<file path="src/rtl/axi4_lite_pkg.sv">
// Shared AXI4-Lite definitions: response codes, FSM state encodings and address decode helper.
package axi4_lite_pkg;

    localparam logic [1:0] RESP_OKAY   = 2'b00;
    localparam logic [1:0] RESP_EXOKAY = 2'b01;
    localparam logic [1:0] RESP_SLVERR = 2'b10;
    localparam logic [1:0] RESP_DECERR = 2'b11;

    typedef enum logic [1:0] {
        WIdle = 2'd0,
        WAddr = 2'd1,
        WData = 2'd2,
        WResp = 2'd3
    } wr_state_e;

    typedef enum logic {
        RIdle = 1'b0,
        RData = 1'b1
    } rd_state_e;

    // Word index of a byte address; the sub-word byte offset bits are dropped.
    function automatic logic [63:0] addr_to_index(input logic [63:0] addr,
                                                  input int unsigned addr_lsb);
        return addr >> addr_lsb;
    endfunction

endpackage

</file>
<file path="src/rtl/axi4_lite_strb_merge.sv">
// Per-byte merge of old and new register data under a write strobe mask.
module axi4_lite_strb_merge #(
    parameter int unsigned DATA_WIDTH = 32
) (
    input  logic [DATA_WIDTH-1:0]   old_data,
    input  logic [DATA_WIDTH-1:0]   new_data,
    input  logic [DATA_WIDTH/8-1:0] strb,
    output logic [DATA_WIDTH-1:0]   merged_data
);

    // Lanes with a set strobe take the new byte, the rest keep the old byte.
    always_comb begin
        merged_data = old_data;
        for (int unsigned i = 0; i < DATA_WIDTH / 8; i++) begin
            if (strb[i]) begin
                merged_data[i*8 +: 8] = new_data[i*8 +: 8];
            end
        end
    end

endmodule

</file>
<file path="src/rtl/axi4_lite_slave_regfile.sv">
// AXI4-Lite slave terminating all five channels into a bank of memory-mapped registers.
module axi4_lite_slave_regfile
    import axi4_lite_pkg::*;
#(
    parameter int unsigned ADDR_WIDTH = 32,
    parameter int unsigned DATA_WIDTH = 32,
    parameter int unsigned NUM_REGS   = 8,
    parameter bit          PROT_CHECK = 1'b0
) (
    input  logic                           aclk,
    input  logic                           aresetn,
    input  logic [ADDR_WIDTH-1:0]          awaddr,
    input  logic [2:0]                     awprot,
    input  logic                           awvalid,
    output logic                           awready,
    input  logic [DATA_WIDTH-1:0]          wdata,
    input  logic [DATA_WIDTH/8-1:0]        wstrb,
    input  logic                           wvalid,
    output logic                           wready,
    output logic [1:0]                     bresp,
    output logic                           bvalid,
    input  logic                           bready,
    input  logic [ADDR_WIDTH-1:0]          araddr,
    input  logic [2:0]                     arprot,
    input  logic                           arvalid,
    output logic                           arready,
    output logic [DATA_WIDTH-1:0]          rdata,
    output logic [1:0]                     rresp,
    output logic                           rvalid,
    input  logic                           rready,
    output logic [NUM_REGS*DATA_WIDTH-1:0] regs_out
);

    localparam int unsigned STRB_WIDTH = DATA_WIDTH / 8;
    localparam int unsigned ADDR_LSB   = $clog2(STRB_WIDTH);

    wr_state_e wr_state_q;
    rd_state_e rd_state_q;
    logic      ready_en_q;

    logic [ADDR_WIDTH-1:0] awaddr_q;
    logic                  aw_nonsec_q;
    logic [DATA_WIDTH-1:0] wdata_q;
    logic [STRB_WIDTH-1:0] wstrb_q;

    logic [DATA_WIDTH-1:0] regs_q [NUM_REGS];

    logic aw_hs, w_hs, ar_hs, commit;

    logic [ADDR_WIDTH-1:0] cm_addr;
    logic                  cm_nonsec;
    logic [DATA_WIDTH-1:0] cm_data;
    logic [STRB_WIDTH-1:0] cm_strb;
    logic [63:0]           cm_idx;
    logic                  cm_err;
    logic [DATA_WIDTH-1:0] cm_old;
    logic [DATA_WIDTH-1:0] cm_merged;

    logic [63:0]           ar_idx;
    logic                  ar_err;
    logic [DATA_WIDTH-1:0] ar_val;

    // Only prot[1] (non-secure) matters to this target.
    logic unused_prot;
    assign unused_prot = ^{awprot[2], awprot[0], arprot[2], arprot[0]};

    // Channel readies follow FSM state, held low until the first edge out of reset.
    always_comb begin
        awready = ready_en_q && ((wr_state_q == WIdle) || (wr_state_q == WData));
        wready  = ready_en_q && ((wr_state_q == WIdle) || (wr_state_q == WAddr));
        arready = ready_en_q && (rd_state_q == RIdle);
    end

    assign aw_hs = awvalid && awready;
    assign w_hs  = wvalid && wready;
    assign ar_hs = arvalid && arready;

    // A commit happens on whichever edge completes the second of the AW/W handshakes.
    always_comb begin
        commit = 1'b0;
        case (wr_state_q)
            WIdle:   commit = aw_hs && w_hs;
            WAddr:   commit = w_hs;
            WData:   commit = aw_hs;
            default: commit = 1'b0;
        endcase
    end

    // Commit operands come from the held copy when that channel arrived earlier.
    always_comb begin
        cm_addr   = (wr_state_q == WAddr) ? awaddr_q    : awaddr;
        cm_nonsec = (wr_state_q == WAddr) ? aw_nonsec_q : awprot[1];
        cm_data   = (wr_state_q == WData) ? wdata_q     : wdata;
        cm_strb   = (wr_state_q == WData) ? wstrb_q     : wstrb;
        cm_idx    = addr_to_index(64'(cm_addr), ADDR_LSB);
        cm_err    = (cm_idx >= 64'(NUM_REGS)) || (PROT_CHECK && cm_nonsec);
        cm_old    = '0;
        for (int unsigned i = 0; i < NUM_REGS; i++) begin
            if (cm_idx == 64'(i)) begin
                cm_old = regs_q[i];
            end
        end
    end

    axi4_lite_strb_merge #(
        .DATA_WIDTH (DATA_WIDTH)
    ) u_strb_merge (
        .old_data    (cm_old),
        .new_data    (cm_data),
        .strb        (cm_strb),
        .merged_data (cm_merged)
    );

    // Read decode works straight off the pre-edge register state.
    always_comb begin
        ar_idx = addr_to_index(64'(araddr), ADDR_LSB);
        ar_err = (ar_idx >= 64'(NUM_REGS)) || (PROT_CHECK && arprot[1]);
        ar_val = '0;
        for (int unsigned i = 0; i < NUM_REGS; i++) begin
            if (ar_idx == 64'(i)) begin
                ar_val = regs_q[i];
            end
        end
    end

    // Ready enable rises on the first clock edge after reset release.
    always_ff @(posedge aclk or negedge aresetn) begin
        if (!aresetn) begin
            ready_en_q <= 1'b0;
        end else begin
            ready_en_q <= 1'b1;
        end
    end

    // Write channel FSM: captures the early channel, issues the response after commit.
    always_ff @(posedge aclk or negedge aresetn) begin
        if (!aresetn) begin
            wr_state_q  <= WIdle;
            awaddr_q    <= '0;
            aw_nonsec_q <= 1'b0;
            wdata_q     <= '0;
            wstrb_q     <= '0;
            bvalid      <= 1'b0;
            bresp       <= RESP_OKAY;
        end else if (commit) begin
            wr_state_q <= WResp;
            bvalid     <= 1'b1;
            bresp      <= cm_err ? RESP_SLVERR : RESP_OKAY;
        end else begin
            case (wr_state_q)
                WIdle: begin
                    if (aw_hs) begin
                        awaddr_q    <= awaddr;
                        aw_nonsec_q <= awprot[1];
                        wr_state_q  <= WAddr;
                    end else if (w_hs) begin
                        wdata_q    <= wdata;
                        wstrb_q    <= wstrb;
                        wr_state_q <= WData;
                    end
                end
                WResp: begin
                    if (bready) begin
                        bvalid     <= 1'b0;
                        wr_state_q <= WIdle;
                    end
                end
                default: ;
            endcase
        end
    end

    // Register bank: merged write on a clean commit, nothing on SLVERR.
    always_ff @(posedge aclk or negedge aresetn) begin
        if (!aresetn) begin
            for (int unsigned i = 0; i < NUM_REGS; i++) begin
                regs_q[i] <= '0;
            end
        end else if (commit && !cm_err) begin
            for (int unsigned i = 0; i < NUM_REGS; i++) begin
                if (cm_idx == 64'(i)) begin
                    regs_q[i] <= cm_merged;
                end
            end
        end
    end

    // Read channel FSM: registers data and response on AR, holds them until rready.
    always_ff @(posedge aclk or negedge aresetn) begin
        if (!aresetn) begin
            rd_state_q <= RIdle;
            rvalid     <= 1'b0;
            rdata      <= '0;
            rresp      <= RESP_OKAY;
        end else begin
            case (rd_state_q)
                RIdle: begin
                    if (ar_hs) begin
                        rdata      <= ar_err ? '0 : ar_val;
                        rresp      <= ar_err ? RESP_SLVERR : RESP_OKAY;
                        rvalid     <= 1'b1;
                        rd_state_q <= RData;
                    end
                end
                RData: begin
                    if (rready) begin
                        rvalid     <= 1'b0;
                        rd_state_q <= RIdle;
                    end
                end
                default: rd_state_q <= RIdle;
            endcase
        end
    end

    // Flat export of the register bank.
    for (genvar g = 0; g < NUM_REGS; g++) begin : g_regs_out
        assign regs_out[g*DATA_WIDTH +: DATA_WIDTH] = regs_q[g];
    end

endmodule

</file>
<file path="config.mk">
export PLATFORM = sky130hd
export DESIGN_NAME = axi4_lite_slave_regfile
export DESIGN_NICKNAME = d
export VERILOG_FILES = /design/src/rtl/axi4_lite_pkg.sv /design/src/rtl/axi4_lite_strb_merge.sv /design/src/rtl/axi4_lite_slave_regfile.sv
export SDC_FILE = /design/constraint.sdc
export NUM_CORES = 1
export LEC_CHECK = 0
export CAP_MARGIN = 20
export CORE_UTILIZATION = 29
export DETAILED_ROUTE_END_ITERATION = 7
export GPL_TIMING_DRIVEN = 0
export MAX_ROUTING_LAYER = met4
export SLEW_MARGIN = 20
export SYNTH_ARGS = -nofsm -noshare
export SYNTH_HDL_FRONTEND = slang
export SYNTH_HIERARCHICAL = 1
export SYNTH_SLANG_ARGS = --single-unit
</file>
<file path="constraint.sdc">
create_clock -name aclk -period 4.1 [get_ports aclk]
set_input_delay 0.82 -clock aclk [delete_from_list [all_inputs] [get_ports aclk]]
set_output_delay 0.82 -clock aclk [all_outputs]
set_load 0.01 [all_outputs]
</file>
# Word level (Yosys, flattened, before mapping)

Index checks and enable logic that the tools add are counted.

Multiplexer cells: 40
Equal/unequal tests: 21
Magnitude comparators: 2
Bitwise logic cells: 3
Reductions and logical operators: 31

Operator list:

| cell                  | number |
|---|---|
| $mux W32              | 18 |
| $eq A30 B3 Y1 const B | 8 |
| $logic_not A64 Y1     | 2 |
| $eq A30 B2 Y1 const B | 4 |
| $eq A30 B1 Y1 const B | 2 |
| $ge A30 B4 Y1 const B | 2 |
| $mux W8               | 4 |
| $reduce_and A2 Y1     | 11 |
| $mux W2               | 6 |
| $logic_and A1 B1 Y1   | 8 |
| $mux W1               | 7 |
| $reduce_and A3 Y1     | 2 |
| $eq A2 B2 Y1 const B  | 2 |
| $mux W4               | 1 |
| $ne A2 B2 Y1 const B  | 2 |
| $ne A4 B4 Y1 const B  | 1 |
| $pmux W1 S2           | 2 |
| $pmux W2 S2           | 1 |
| $reduce_and A4 Y1     | 1 |
| $reduce_bool A2 Y1    | 2 |
| $ne A3 B3 Y1 const B  | 1 |
| $not A1 Y1            | 3 |
| $pmux W1 S3           | 1 |
| $reduce_bool A3 Y1    | 1 |
| 4 further kinds       | 5 |

Input port bits: 113
Bits in registers: 366
Logic and storage cells: 116
Output and inout port bits: 297

# Longest topological paths before layout

Depth after elaboration: 11
Depth in mapped cells: 12
Gate-level depth less buffers: 8

# By module

The synthesis kept the hierarchy.

Modules (own cells, without submodules):

| module                  | seq. area each (µm²) | times used | area each (µm²) | cells each |
|---|---|---|---|---|
| axi4_lite_slave_regfile | 9058.7               | 1          | 17981.0         | 1561 |
| axi4_lite_strb_merge    | 0.0                  | 1          | 525.5           | 36 |

# Worst setup path after synthesis

OpenSTA, ideal clock, no wires.

Path type: input-to-reg
Start point: input port awaddr[27]
End point: register regs_q, in the netlist regs_out[175]
Path buffers: 1
Path slack: 840 ps
Arrival: 3132 ps
Cell stages on the path: 9
Library setup time: 127 ps
Required time: 3973 ps
Cells stage by stage: nor4_1 > nand4_1 > a22o_1 > clkbuf_1 > or4_1 > a221oi_1 > o21ai_0 > mux2_4 > mux2_1

Word-level cells in the longest chain between the ends: 10
Elaborated cells between the ends (all ways): 20
Those cells by class: order compare: 1; eq/ne: 7; mux: 9; reduce/logical: 3

RTL lines:

| item                           | RTL line                       | source |
|---|---|---|
| start: declaration             | axi4_lite_slave_regfile.sv:12  | `input logic [ADDR_WIDTH-1:0] awaddr,` |
| $mux W32 *                     | axi4_lite_slave_regfile.sv:91  | `cm_addr = (wr_state_q == WAddr) ? awaddr_q : awaddr;` |
| $eq A30 B1 Y1                  | axi4_lite_slave_regfile.sv:99  | `if (cm_idx == 64'(i)) begin` |
| $mux W32 (6 in a row)          | axi4_lite_slave_regfile.sv:99  |  |
| $mux W32 *                     | axi4_lite_slave_regfile.sv:99  |  |
| net cm_old[15]                 | axi4_lite_slave_regfile.sv:56  | `logic [DATA_WIDTH-1:0] cm_old;` |
| $mux W8 *                      | axi4_lite_strb_merge.sv:15     | `if (strb[i]) begin` |
| net cm_merged[15]              | axi4_lite_slave_regfile.sv:57  | `logic [DATA_WIDTH-1:0] cm_merged;` |
| end signal: indexed assignment | axi4_lite_slave_regfile.sv:182 | `regs_q[i] <= cm_merged;` |
| end: declaration               | axi4_lite_slave_regfile.sv:46  | `logic [DATA_WIDTH-1:0] regs_q [NUM_REGS];` |

The timed path passes the listed nets; every way through them passes the cells marked *.
A chain may end at the register's enable or synchronous reset.

# Worst setup path in the final report

Start point: input port araddr[15]
End point: register rdata[26]

Word-level cells in the longest chain between the ends: 10
Elaborated cells between the ends (all ways): 18
Those cells by class: order compare: 1; eq/ne: 7; mux: 9; reduce/logical: 1

RTL lines:

| item                   | RTL line                       | source |
|---|---|---|
| start: declaration     | axi4_lite_slave_regfile.sv:23  | `input logic [ADDR_WIDTH-1:0] araddr,` |
| $logic_not A64 Y1      | axi4_lite_slave_regfile.sv:120 | `if (ar_idx == 64'(i)) begin` |
| $mux W32 (8 in a row)  | axi4_lite_slave_regfile.sv:120 |  |
| $mux W32 *             | axi4_lite_slave_regfile.sv:199 | `rdata <= ar_err ? '0 : ar_val;` |
| end signal: assignment | axi4_lite_slave_regfile.sv:199 |  |
| end: declaration       | axi4_lite_slave_regfile.sv:27  | `output logic [DATA_WIDTH-1:0] rdata,` |

Every way passes the cells marked *; elsewhere a longest branch is shown, timed or not.

==> results.md <==
- Dpl ws: -1.081 ns
- Hold_ws: 0.1428 ns
- Max Cap Violations: 0
- Clk Latency, worst-skew pair: 0.60 ns
- Clk pwr share: 0.342
- Slew Viols, Final: 0
- Crit path DAT: 4.50 ns
- Routed WL per cell: 32.07 µm
- Area fraction of the dominant cell type after synthesis: 0.4895
- Final hold viol count: 0
- Setup violations, final: 0
- FF-to-FF Start: wr_state_q[1]
- Startpoint types: primary input
- Die H: 254.6 µm
- Ys async rst share: 1.000
- Post-synth cell types: 53
- Vias: 17300
- Switching Share: 0.3278
- GP Congestion: 0.9638
- Global Route Usage Sum: 0.2904
- Total grt overflow: 0
- Worst slew margin: 0.1888
- H-Tree Depth: 2
- Main area contributors after synthesis: dfrtp_1 (49%), mux2_2 (20%), o21ai_0 (3.8%)
- Initial antenna violation count: 2
- Yosys top cell by area: dfrtp_1
- Die width: 254.6 µm
- Cells after synthesis: 1597
- Clk sinks: 362
- Crit path time final: 3.996 ns
- Worst Clk Skew: 0.02614 ns
- Crit-path cells: clkdlybuf4s50_1 -> or4_1 -> nand3b_1 -> nor2_1 -> clkbuf_1 -> and3_2 -> clkdlybuf4s15_2 -> o221ai_1 -> o21ai_0
- Drt first-iter violations: 2182
- Worst reg-to-reg setup slack: 0.11 ns
- Largest net degree at the start of global routing: 93
- HP Class: primary input to async pin
- Vias in the first global route: 17150
- Sequential area share after synthesis: 0.4895
- Nets: 2157
- Critical Path RT: 4.60 ns
- Most frequent cells in the layout: clkdlybuf4s50_1 (395), dfrtp_1 (362), mux2_2 (330)
- Cts hold-fix bufs: 0
- TritonCTS clock tree: yes
- Worst setup EP type: flop
- Yosys warning total: 6
- TritonCTS buffer count: 41
- Reg clk slew, reported paths: 0.06 ns
- Root buf cell: clkbuf_16
- Fill count: 6141
- Critical Path Max Stage Delay: 0.63 ns
- Slew @ Worst Pin: 1.217 ns
- Most used DFF post-synth: dfrtp_1
- Combinational share of power: 0.275
- First-pass GRT wire length: 128700 µm
- Layout cell share with drive strength beyond 1: 0.2400
- Buf+Inv Stages, Crit Path: 3
- Clock buffer depth: 3
- CP delay by family, top: simple AND/OR/NAND/NOR gates
- DRC errors left: 7
- P_leak: 10.59 nW
- P_int: 7.411 mW
- Failing checks: design-rule violations
- Period utilization: 0.9746
- CP Max Fanout: 10
- RSZ-0062 raised after global routing: no
- Detailed Place HPWL: 67420 µm
- DP Cell Count: 2846
- Die ar.: 64830 µm²
- Initial Utilization: 0.2934
- Number of synthesized flops with an enable pin: 0
- #FFs+latches synth: 362
- Sw Pwr: 3.614 mW
- Commonest non-fill, non-tap cell in the layout: clkdlybuf4s50_1
- IO buf count: 396
- Sequential Power Share: 0.383
- Vias/cell: 5.915
- TNS Setup: 0 ns
- Fin cells: 2924
- Setup ws final: 0.1042 ns
- CORE AREA: 63080 µm²
- Site Rows: 92
- Final WL: 93760 µm
- Number of antenna-violating nets in the routed design: 0
- Area delta synth->final: 35.88%
- Outcome: finished, violations left
- VDD IR max: 0.0002596 V
- Drt first pass iters: 8
- Critical R2R Capture: regs_out[156]
- Crit path kind: primary input to flop
- Num ports: 410
- Post-synthesis cell area: 18510 µm²
- Worst path slowest cell: clkdlybuf4s15_2
- Synth Area per Inst: 11.59 µm²
- PwrDens: 438.4 nW/µm²
- Design Power: 11.03 mW
- R2R depth: 11
- Fmax: 0.2503 GHz
metal layers:
layer | vias to the layer above | track usage | routed length (µm)
li1 | 7029 | - | -
met2 | 1246 | 0.4360 | 41620
met1 | 8710 | 0.3335 | 34490
met5 | - | - | 0
met3 | 310 | 0.1217 | 12420
met4 | 0 | 0.1399 | 5229
cell families after synthesis:
family	synth area share
AO/OA/AOI/OAI	0.1611
multiplexers	0.2502
flip-flops	0.4895
AND/OR/NAND/NOR	0.06599
buffers and inverters	0.03286
other	0.0004058
worst reg2reg max path: stages (launching register included):
cell	delay [ns]
dfrtp_1	0.37
nand2b_1	0.17
clkbuf_1	0.29
a31oi_2	0.72
clkbuf_1	0.71
clkbuf_1	0.68
o22ai_1	0.17
a21oi_1	0.21
a222oi_1	0.10
nand2_1	0.13
mux2_4	0.21
mux2_2	0.16
power by group through the flow:
stage / Sequential, mW / Combinational (mW) / Clock (mW)
6_report: 4.22 / 3.03 / 3.77
5_1_grt: 4.27 / 3.20 / 3.92
3_5_place_dp: 4.28 / 2.96 / 0
4_1_cts: 4.22 / 2.98 / 3.79
3_3_place_gp: 4.26 / 2.88 / 0
2_1_floorplan: 4.23 / 1.75 / 0
through the flow:
stage          cell area (µm²)  utilization
6_report                 25150       0.3986
5_1_grt                  25140       0.3986
4_1_cts                  25080       0.3976
3_5_place_dp             23680       0.3753
3_3_place_gp             23530       0.3731
2_1_floorplan            18510            -
synth_stat cells, types with 3 or more instances:
cell type and n:
o22ai_1 18, mux2_2 330, nand3_1 21, a221oi_1 37, o31ai_1 3, inv_1 6
a222oi_1 22, or4_1 10, mux2_4 32, buf_2 3, mux2i_1 5, a2111oi_0 3
buf_1 13, buf_4 7, a21oi_1 79, o21ai_0 140, a22oi_1 39, nor2b_1 9
nor3_1 6, a211oi_1 12, o221ai_1 39, mux2_1 30, nand4b_1 3, dfrtp_1 362
a31oi_1 5, nor4_1 17, a221o_1 32, nand4_1 7, buf_6 7, and3_1 9
nand3b_1 4, nor2_1 51, nand2_1 97, and2_1 5, clkbuf_1 104, nand2b_1 6
how the worst max path moves through the flow:
stage	from	endpoint	slack [ns]	depth (start not counted)
after floorplan	awaddr[27]	regs_out[175]	0.84	9
after global placement	aresetn	awaddr_q[16]	-13.87	1
after detailed placement	araddr[22]	rdata[23]	-1.08	10
after CTS	wr_state_q[0]	regs_out[135]	0.03	11
after global routing	wr_state_q[0]	regs_out[177]	0.02	10
final	araddr[15]	rdata[26]	0.10	9
what timing repair did:
action,4_1_cts,5_1_grt
endpoints found under the setup margin,205,221
pin swaps,0,1
resized for setup,21,36
buffers inserted,0,2
area by class of cell:
cell class / count / area, µm² / share of cell area
Inverter: 6 / 22.52 / 0.0008956
Clock inverter: 17 / 128.9 / 0.005125
Buffer: 132 / 631.9 / 0.02513
Timing Repair Buffer: 405 / 4118 / 0.1637
Tap cell: 846 / 1059 / 0.04209
Sequential cell: 362 / 9059 / 0.3602
Clock buffer: 57 / 1219 / 0.04846
Multi-Input combinational cell: 1096 / 8902 / 0.3540
Antenna cell: 3 / 7.507 / 0.0002985
flip-flops by register name (all words and copies together) (netlist names):
signal,flops
bvalid,1
ready_en_q,1
rd_state_q,1
rresp,1
bresp,1
awaddr_q,30
wr_state_q,2
regs_out,256
rvalid,1
wdata_q,32
wstrb_q,4
rdata,32
Note: power is estimated with default switching activity, not from simulation.
==> RTL change, RTL diff (config.mk and constraints unchanged) <==
The parameter `ADDR_WIDTH` goes from 32 to 24.
--- a/src/rtl/axi4_lite_slave_regfile.sv
+++ b/src/rtl/axi4_lite_slave_regfile.sv
@@ -3,5 +3,5 @@
     import axi4_lite_pkg::*;
 #(
-    parameter int unsigned ADDR_WIDTH = 32,
+    parameter int unsigned ADDR_WIDTH = 24,
     parameter int unsigned DATA_WIDTH = 32,
     parameter int unsigned NUM_REGS   = 8,
Interface: changed (resized araddr and awaddr); port bits go from 410 to 394. No check against the original RTL was run, so the function may have changed too.
==> RTL change against the unedited design <==
  * Sequential cell count is 8 lower
  * Sequential share of layout area is 0.25 points lower
  * Wire length is 11% lower
  * Largest cell class is now multi-input gates
  * Critical endpoint is now regs_out[245]
  * Setup slack better by 96 ps
  * Synthesized area is 0.57% lower
  * Design area is 1.5% lower
  * Sequential power is 5.0% lower
  * Power is 0.94% higher
  * Count of clock-buffer cells in the layout is 4 lower
  * Global-route usage is 2.7 points lower
==> RTL change: results (changes against the unedited design) <==
Global-route wire length before repair: 117400 um (was 128700 um)
Cts bufs inserted: 40 (was 41)
Fill cell count: 6009 (was 6141)
Layout Nets: 2010 (was 2157)
Peak supply drop: 0.0002407 V (was 0.0002596 V)
Post-synthesis sequential area ratio: 48.14% (was 48.95%)
Worst path max stage delay: 510 ps (was 630 ps)
GRT met1 Usage: 33.76% (was 33.35%)
Outcome: finished clean (was finished with violations)
I/O Buffers: 379 (was 396)
Mapped Avg Cell Area: 12.36 um^2 (was 11.59 um^2)
Arrival @ worst endpoint: 4400 ps (was 4500 ps)
Initial antenna violation count: 5 (was 2)
Area after DPL: 23330 um^2 (was 23680 um^2)
First-pass DRT Iterations: 5 (was 8)
GRT met3 Usage: 7.928% (was 12.17%)
Post-synth top cells: dfrtp_1, mux2_1, o22ai_1 (was dfrtp_1, mux2_2, o21ai_0)
Critical Path Slowest Stage Cell: buf_2 (was clkdlybuf4s15_2)
Layout cell share with drive strength beyond 1: 12.77% (was 24.00%)
GR Util All Layers: 26.36% (was 29.04%)
HPWL after DPL: 64800 um (was 67420 um)
Largest net degree at the start of global routing: 98 (was 93)
M2 GR Usage: 39.57% (was 43.60%)
Cell variety after synth: 60 (was 53)
Wirelength per Cell: 30.04 um (was 32.07 um)
CP Max Fanout: 19 (was 10)
CTS resizes: 0 (was 21)
Leakage: 0.01099 uW (was 0.01059 uW)
RTL change: cell type report:
type                    instances  area (um^2)  area share (%)
repair buffers                382         3881           15.67
clock inverters                18        272.8           1.101
flip-flops and latches        354         8859           35.77
multi-input cells             999         8900           35.94
diodes                          8        20.02         0.08084
inverters                       3        11.26         0.04547
well taps                     837         1047           4.229
clock buffers                  53         1141           4.608
plain buffers                 133        631.9           2.552
RTL change: final timing paths:
kind	start	to	slack [ps]	cells past startpoint
min in group aclk	rvalid	rvalid	490	2
worst max register to register	awaddr_q[16]	regs_out[245]	410	10
worst max-delay path	awaddr[17]	regs_out[245]	200	11
max in group asynchronous	aresetn	awaddr_q[19]	2360	3
worst min-delay path	aresetn	wdata_q[5]	260	1
worst min register to register	rvalid	rvalid	490	2
RTL change: kinds of logic (layout without fill, tap and decap cells):
logic type,Yosys count,in the layout,synth area share [%]
muxes,432,432,28.45
other,2,11,0.04081
and+or+nand+nor,255,255,7.772
buffers and inverters,137,589,3.515
AOI/OAI and AO/OA,309,309,12.08
DFF,354,354,48.14
RTL change: layer usage:
metal,wire length [um],vias to the layer above
li1,-,6607
met5,0,-
met1,35090,8143
met4,2836,0
met2,37660,832
met3,8136,129
RTL change: metrics by stage:
stage	std cells	power, uW	hold WS (ps)	utilization (%)	setup WS [ps]
after global placement	2706	7061	462.0	37.39	-13600
after detailed placement	2709	7126	468.6	37.53	-368.0
after CTS	2780	11100	254.5	39.81	247.0
after floorplan	1490	5723	460.2	-	1540
after global routing	2783	11470	297.7	39.82	66.17
final	2787	11130	261.0	39.83	199.9
RTL change: worst max-delay path, delay by kind of cell:
kind | cells | cell delay, ps
AO/OA/AOI/OAI | 3 | 890
buffers and inverters | 4 | 1720
multiplexers | 2 | 420
AND/OR/NAND/NOR | 2 | 530
RTL change: power breakdown:
group / internal (uW) / total (uW) / switching [uW]
registers: 3820 / 4010 / 186
logic: 1060 / 3150 / 2090
clock network: 2400 / 3970 / 1570
